**config.mk**
```make
export PLATFORM = sky130hd
export DESIGN_NAME = boot_loader
export DESIGN_NICKNAME = d
export VERILOG_FILES = /design/src/rtl/mips_pkg.sv /design/src/rtl/boot_loader_byte_assembler.sv /design/src/rtl/boot_loader.sv
export SDC_FILE = /design/constraint.sdc
export NUM_CORES = 1
export LEC_CHECK = 0
export ABC_AREA = 0
export CORE_MARGIN = 10
export CORE_UTILIZATION = 58
export CTS_BUF_LIST = sky130_fd_sc_hd__clkbuf_8
export DETAILED_ROUTE_END_ITERATION = 10
export PLACE_DENSITY = 0.95
export SETUP_SLACK_MARGIN = 0.15
export SYNTH_ARGS = -nofsm -noshare
export SYNTH_HDL_FRONTEND = slang
export SYNTH_HIERARCHICAL = 1
export SYNTH_SLANG_ARGS = --single-unit
```
**constraint.sdc**
```tcl
create_clock -name clock -period 5.37 [get_ports clock]
set_input_delay 1.074 -clock clock [delete_from_list [all_inputs] [get_ports clock]]
set_output_delay 1.074 -clock clock [all_outputs]
set_load 0.02 [all_outputs]
```
**src/rtl/mips_pkg.sv**
```systemverilog
// Shared types for the MIPS boot path: loader state encoding and word geometry.
package mips_pkg;
   localparam int WORD_BYTES = 4;
   localparam int INSTR_W    = 32;

   typedef enum logic [2:0] {
      LEN_HI,
      LEN_LO,
      DATA,
      CHECK,
      RUN,
      ERROR
   } load_state_t;
endpackage

```
**src/rtl/boot_loader_byte_assembler.sv**
```systemverilog
// Packs a byte stream into big-endian 32-bit words; word_valid pulses the cycle
// after the 4th byte, with the completed word on `word`.
module byte_assembler
   import mips_pkg::*;
(
   input  logic               clock,
   input  logic               reset,
   input  logic               clear,
   input  logic [7:0]         in_byte,
   input  logic               strobe,
   output logic [INSTR_W-1:0] word,
   output logic               word_valid,
   output logic [1:0]         idx
);

   always_ff @(posedge clock) begin
      if (reset || clear) begin
         word       <= '0;
         idx        <= '0;
         word_valid <= 1'b0;
      end else begin
         word_valid <= strobe && (idx == 2'(WORD_BYTES - 1));
         if (strobe) begin
            // first byte of a word ends up in [31:24] after four shifts
            word <= {word[INSTR_W-9:0], in_byte};
            idx  <= idx + 2'd1;
         end
      end
   end

endmodule

```
**src/rtl/boot_loader.sv**
```systemverilog
// Serial boot loader: header (16-bit word count), big-endian words written to
// imem from BASE_ADDR, then an XOR checksum byte that gates release of the core.
module boot_loader
   import mips_pkg::*;
#(
   parameter int                    ADDR_WIDTH = 32,
   parameter int                    MAX_WORDS  = 256,
   parameter logic [ADDR_WIDTH-1:0] BASE_ADDR  = '0
) (
   input  logic                  clock,
   input  logic                  reset,
   input  logic [7:0]            in_data,
   input  logic                  in_valid,
   output logic                  in_ready,
   input  logic                  reload,
   output logic                  imem_we,
   output logic [ADDR_WIDTH-1:0] imem_addr,
   output logic [INSTR_W-1:0]    imem_wdata,
   output logic                  cpu_hold,
   output logic                  load_done,
   output logic                  load_error,
   output logic [15:0]           words_loaded
);

   load_state_t state, state_nxt;
   logic [15:0] count;
   logic [7:0]  csum;
   logic [1:0]  idx;
   logic        xfer, asm_strobe, last_byte;
   logic [15:0] hdr_count;

   assign in_ready   = (state == LEN_HI) || (state == LEN_LO) ||
                       (state == DATA)   || (state == CHECK);
   assign xfer       = in_valid && in_ready;
   assign asm_strobe = xfer && (state == DATA);
   assign hdr_count  = {count[15:8], in_data};
   assign last_byte  = (idx == 2'(WORD_BYTES - 1)) && (words_loaded == count - 16'd1);

   assign cpu_hold   = (state != RUN);
   assign load_done  = (state == RUN);
   assign load_error = (state == ERROR);

   byte_assembler u_asm (
      .clock      (clock),
      .reset      (reset),
      .clear      (reload),
      .in_byte    (in_data),
      .strobe     (asm_strobe),
      .word       (imem_wdata),
      .word_valid (imem_we),
      .idx        (idx)
   );

   always_comb begin
      state_nxt = state;
      case (state)
         LEN_HI: if (xfer) state_nxt = LEN_LO;
         LEN_LO: if (xfer) begin
            if (hdr_count > 16'(MAX_WORDS)) state_nxt = ERROR;
            else if (hdr_count == 16'd0)     state_nxt = CHECK;
            else                             state_nxt = DATA;
         end
         DATA:   if (xfer && last_byte) state_nxt = CHECK;
         CHECK:  if (xfer) state_nxt = (in_data == csum) ? RUN : ERROR;
         default: state_nxt = state;
      endcase
   end

   // reload shares the reset path, so a byte arriving with it is dropped
   always_ff @(posedge clock) begin
      if (reset || reload) begin
         state        <= LEN_HI;
         count        <= '0;
         csum         <= '0;
         words_loaded <= '0;
         imem_addr    <= BASE_ADDR;
      end else begin
         state <= state_nxt;
         if (xfer && state == LEN_HI) count <= {in_data, 8'h00};
         if (xfer && state == LEN_LO) count <= hdr_count;
         if (asm_strobe) begin
            csum <= csum ^ in_data;
            if (idx == 2'(WORD_BYTES - 1)) words_loaded <= words_loaded + 16'd1;
         end
         // address advances after the write cycle so it is stable while imem_we is high
         if (imem_we) imem_addr <= imem_addr + ADDR_WIDTH'(WORD_BYTES);
      end
   end

endmodule

```
==> results.md <==
Outcome:
- The flow ran to the end, and the final reports show no timing, DRC or antenna violations.

Logic synthesis:
- The synthesized netlist contains 46 unique library cells.
- The area fraction in compound gates after synthesis is 6.00%.
- By area, the combinational part of the netlist is dominated by simple AND/OR/NAND/NOR gates.
- The xor-xnor portion of the synthesized cell area is 13.0%.
- The synthesized design spends more area on one cell type than any other, namely sky130_fd_sc_hd__dfxtp_1.
- In the synthesized netlist the dominant register cell turns out to be sky130_fd_sc_hd__dfxtp_1.
- After synthesis, the cell types taking the most area are sky130_fd_sc_hd__dfxtp_1 43%, sky130_fd_sc_hd__xor2_1 8.6%, sky130_fd_sc_hd__mux2i_1 7.6%.
- In the synthesized netlist, the number of instances is between 500 and 600.
- After Yosys synthesis, and, or, nand and nor cells account for 24.5% of the synthesized area.
- The post-synthesis cell area is 5000 um2.
- The fraction of synthesized cell area taken by the top area cell type is 43.2%.
- Of the post-synthesis cell area, the part taken by muxes is 7.60%.
- In this run the mean area of a mapped cell was 8.75 um2.
- In the synthesized netlist the async set-or-reset flop fraction comes to 0%.
- Counting flops with a built-in enable in the synthesized netlist gives 0.
- Yosys printed 6 warnings.
- Sequential elements use 43.2% of the synthesized area.
- The post-synthesis adder-cell area fraction is between 1 and 1.5%.
- Synthesis inferred between 100 and 150 register bits.

Setup path:
- Grouping stages by cell kind, the critical path spends the most delay in buffers and inverters.
- The type of the worst setup path is flop to output pin.
- The worst path buffer plus inverter count is 2.
- Of all nets on the critical path, the largest fanout is 14.
- The data required time at the worst endpoint is ~4.3 ns.
- The signal on the critical path passes through inv_1 -> nor3_1 -> clkdlybuf4s50_1.
- The cell type of the slowest stage on the worst timing path is sky130_fd_sc_hd__clkdlybuf4s50_1.
- The data arrival time of the critical path is slightly below 2 ns.
- STA classifies the critical path endpoint as an output pin.
- The largest single stage delay on the critical path is approximately 0.64 ns.
- The nature of the critical path startpoint is a flop.

Clock network:
- Buffers inserted during clock tree synthesis total 9.
- The clock net in this run drives a total of 108 sinks.
- Once the clock tree was built, the resizer swapped 0 gates to a different size.
- The H-tree generated during clock tree synthesis spans 3 levels.
- The clock slew seen by the registers of the worst setup and hold paths is 0.10 ns.
- The TritonCTS clock tree is built.
- The maximum buffer depth of the clock tree is 2.
- The tree is rooted in a sky130_fd_sc_hd__clkbuf_8.
- The source-to-sink clock delay at the later pin of the worst-skew pair is approximately 0.38 ns.
- The post-CTS setup repair buffer count is 0.
- For this design, the CTS-stage hold fixing added 0 buffers.

Floorplan:
- The die width is 113 um.
- The floorplan row count is 33.
- In this run the standard cell core region covers 8300 um2.
- The initial core utilization is 60.3%.
- Measured along the y axis, the die boundary spans 113 um.
- 97 I/O pins were placed.
- The area enclosed by the die boundary is 12700 um2.

Place:
- The detailed-placement wirelength estimate is 9.26 mm.
- At the end of routability-driven placement, the weighted congestion stood at 0.901.
- The number of buffers inserted by port buffering is 94.

Final layout:
- The share of cells above drive strength 1 is 4.43%.
- The final net count is ~670.
- The number of diodes added for antenna fixing is 0.
- Fill cells in the final layout number 608.
- At the end of the flow the core is filled with cells to 73.4%.
- The layout-stage area growth over the synthesis result is 21.8%.

Route:
- Using the TritonRoute via totals, the vias-per-cell ratio works out to 5.68.
- Dividing the detail-routed wire length by the instance count gives 16.6 um.
- Summing over every cut layer, the via total after detailed routing is 4313.
- The number of routed nets with antenna violations is 0.
- The length of the first detailed-routing pass in iterations is 5.
- After detailed routing, the number of remaining DRC violations is 0.
- The routed design has about 13 mm of wire.
- The number of DRC violations after detailed-routing iteration 0 is 256.

GRT:
- The remaining global-route overflow is 0.
- The via count of the first global-routing pass came to approximately 4200.
- Global routing consumed, over all layers together, 18.9% of the routing resources.
- The first global-routing pass estimated 20.4 mm of wire.
- Entering global routing, the biggest net connects 44 pins.
- The number of antenna violations at the first check in global routing is 0.

Timing:
- The number of pins exceeding their max-slew limit in the final report is 0.
- For the pin with the worst max-slew slack, the measured transition is 1.19 ns.
- Derived from the worst setup path, the maximum achievable clock frequency is 0.329 GHz.
- The number of hold violations in the final report is 0.
- The worst clock skew on the final layout is around 0.021 ns.
- Setup repair after global routing left no endpoint under its margin.
- Of the available clock period, the critical path in the final layout requires 56.7%.
- The worst pin sits at a relative slew slack of 20.9%.
- After layout, the minimum clock period comes to 3.04 ns.
- Adding up every negative setup slack in the final design gives 0 ns.
- The final number of setup-violating endpoints is 0.

Power:
- Summed over all cells, the static leakage comes to 2.03 nW.
- The peak supply drop is 166 uV.
- The power per unit of standard cell area is 231 nW/um2.

Hold path:
- The worst min-delay path class is flop to flop.

Flow run:
- The total of max-cap violations is 0.
## worst min-delay path, stage by stage, from the launching register on
cell                      delay, ns
sky130_fd_sc_hd__dfxtp_1       0.34
sky130_fd_sc_hd__nand2_1       0.06
sky130_fd_sc_hd__a21oi_1       0.05
## state kept, by name (all words and copies together) (netlist names)
signal            cells
words_loaded         16
u_asm/word_valid      1
count                16
u_asm/word           32
state                 3
imem_addr            30
u_asm/idx             2
csum                  8
## per-stage QoR
step	instances	hold WS (ns)	setup WS, ns	area (um2)	total power [mW]
after floorplan	573	0.456	2.74	5010	0.886
after global placement	743	0.471	2.17	5890	0.904
after detailed placement	743	0.483	2.05	5890	0.907
after CTS	759	0.490	2.34	6090	1.41
after global routing	759	0.516	2.23	6090	1.45
final	759	0.491	2.33	6090	1.41
## power breakdown
| group | switching, mW | internal (mW) |
|---|---|---|
| clock | 0.285 | 0.234 |
| sequential | 0.00606 | 0.804 |
| combinational | 0.0499 | 0.0308 |
| total | 0.341 | 1.07 |
## cell type report
type	count	area [um2]	share of cell area (%)
Sequential cell	108	2160	35.5
Tap cell	105	131	2.16
Clock inverter	6	71.3	1.17
Clock buffer	10	138	2.26
Inverter	6	22.5	0.370
Timing Repair Buffer	96	956	15.7
Multi-Input combinational cell	428	2610	42.9
## cell usage in the layout, fill, tap and decap left out, drive strengths merged, types with 2 or more instances in the layout
cell / netlist / routed
nor2: 99 / 99
inv: 6 / 8
a31oi: 2 / 2
buf: 16 / 2
mux2i: 38 / 38
o21ai: 9 / 9
and4: 3 / 3
nand2: 65 / 65
clkbuf: 15 / 10
ha: 4 / 4
or4: 5 / 5
clkdlybuf4s50: 0 / 94
and3: 5 / 5
or2: 3 / 3
nor3: 7 / 7
or3: 9 / 9
a21oi: 28 / 28
xor2: 49 / 49
nand4: 18 / 18
nand3: 26 / 26
xnor2: 25 / 25
clkinv: 0 / 2
nor4: 12 / 12
dfxtp: 108 / 108
conb: 1 / 2
a211oi: 4 / 4
## routing by layer
| metal | global-route usage, % | share of wire [%] |
|---|---|---|
| met5 | 0 | 0 |
| met2 | 32.4 | 50 |
| met3 | 5.97 | 7.8 |
| met4 | 6.18 | 1.5 |
| met1 | 21.7 | 41 |
## worst paths after layout
check	slack, ns	startpoint	cells past startpoint	to
min reg2reg	0.49	count[14]	2	count[14]
max reg2reg	2.92	count[9]	6	state[0]
min	0.49	count[14]	2	count[14]
max	2.33	state[0]	3	load_error
## cell usage after synthesis (3+ instances only)
cell type,n
sky130_fd_sc_hd__nor2_1,98
sky130_fd_sc_hd__mux2i_1,38
sky130_fd_sc_hd__nand3_1,26
sky130_fd_sc_hd__nor3_1,7
sky130_fd_sc_hd__nor4_1,11
sky130_fd_sc_hd__nand2_1,65
sky130_fd_sc_hd__buf_2,5
sky130_fd_sc_hd__ha_1,4
sky130_fd_sc_hd__or4_4,3
sky130_fd_sc_hd__or3_1,9
sky130_fd_sc_hd__a21oi_1,28
sky130_fd_sc_hd__xor2_1,49
sky130_fd_sc_hd__and3_1,5
sky130_fd_sc_hd__buf_8,3
sky130_fd_sc_hd__nand4_1,18
sky130_fd_sc_hd__xnor2_1,25
sky130_fd_sc_hd__inv_1,6
sky130_fd_sc_hd__a211oi_1,4
sky130_fd_sc_hd__dfxtp_1,108
sky130_fd_sc_hd__clkbuf_1,15
sky130_fd_sc_hd__buf_6,6
sky130_fd_sc_hd__and4_1,3
sky130_fd_sc_hd__o21ai_0,9
## logic make-up after synthesis
group           Yosys count
compound gates           50
xor+xnor                 74
fa+ha+maj                 4
buf+inv                  37
flops                   108
mux                      38
other cells               1
simple gates            260
No activity file was read; power rests on OpenSTA's default activity.
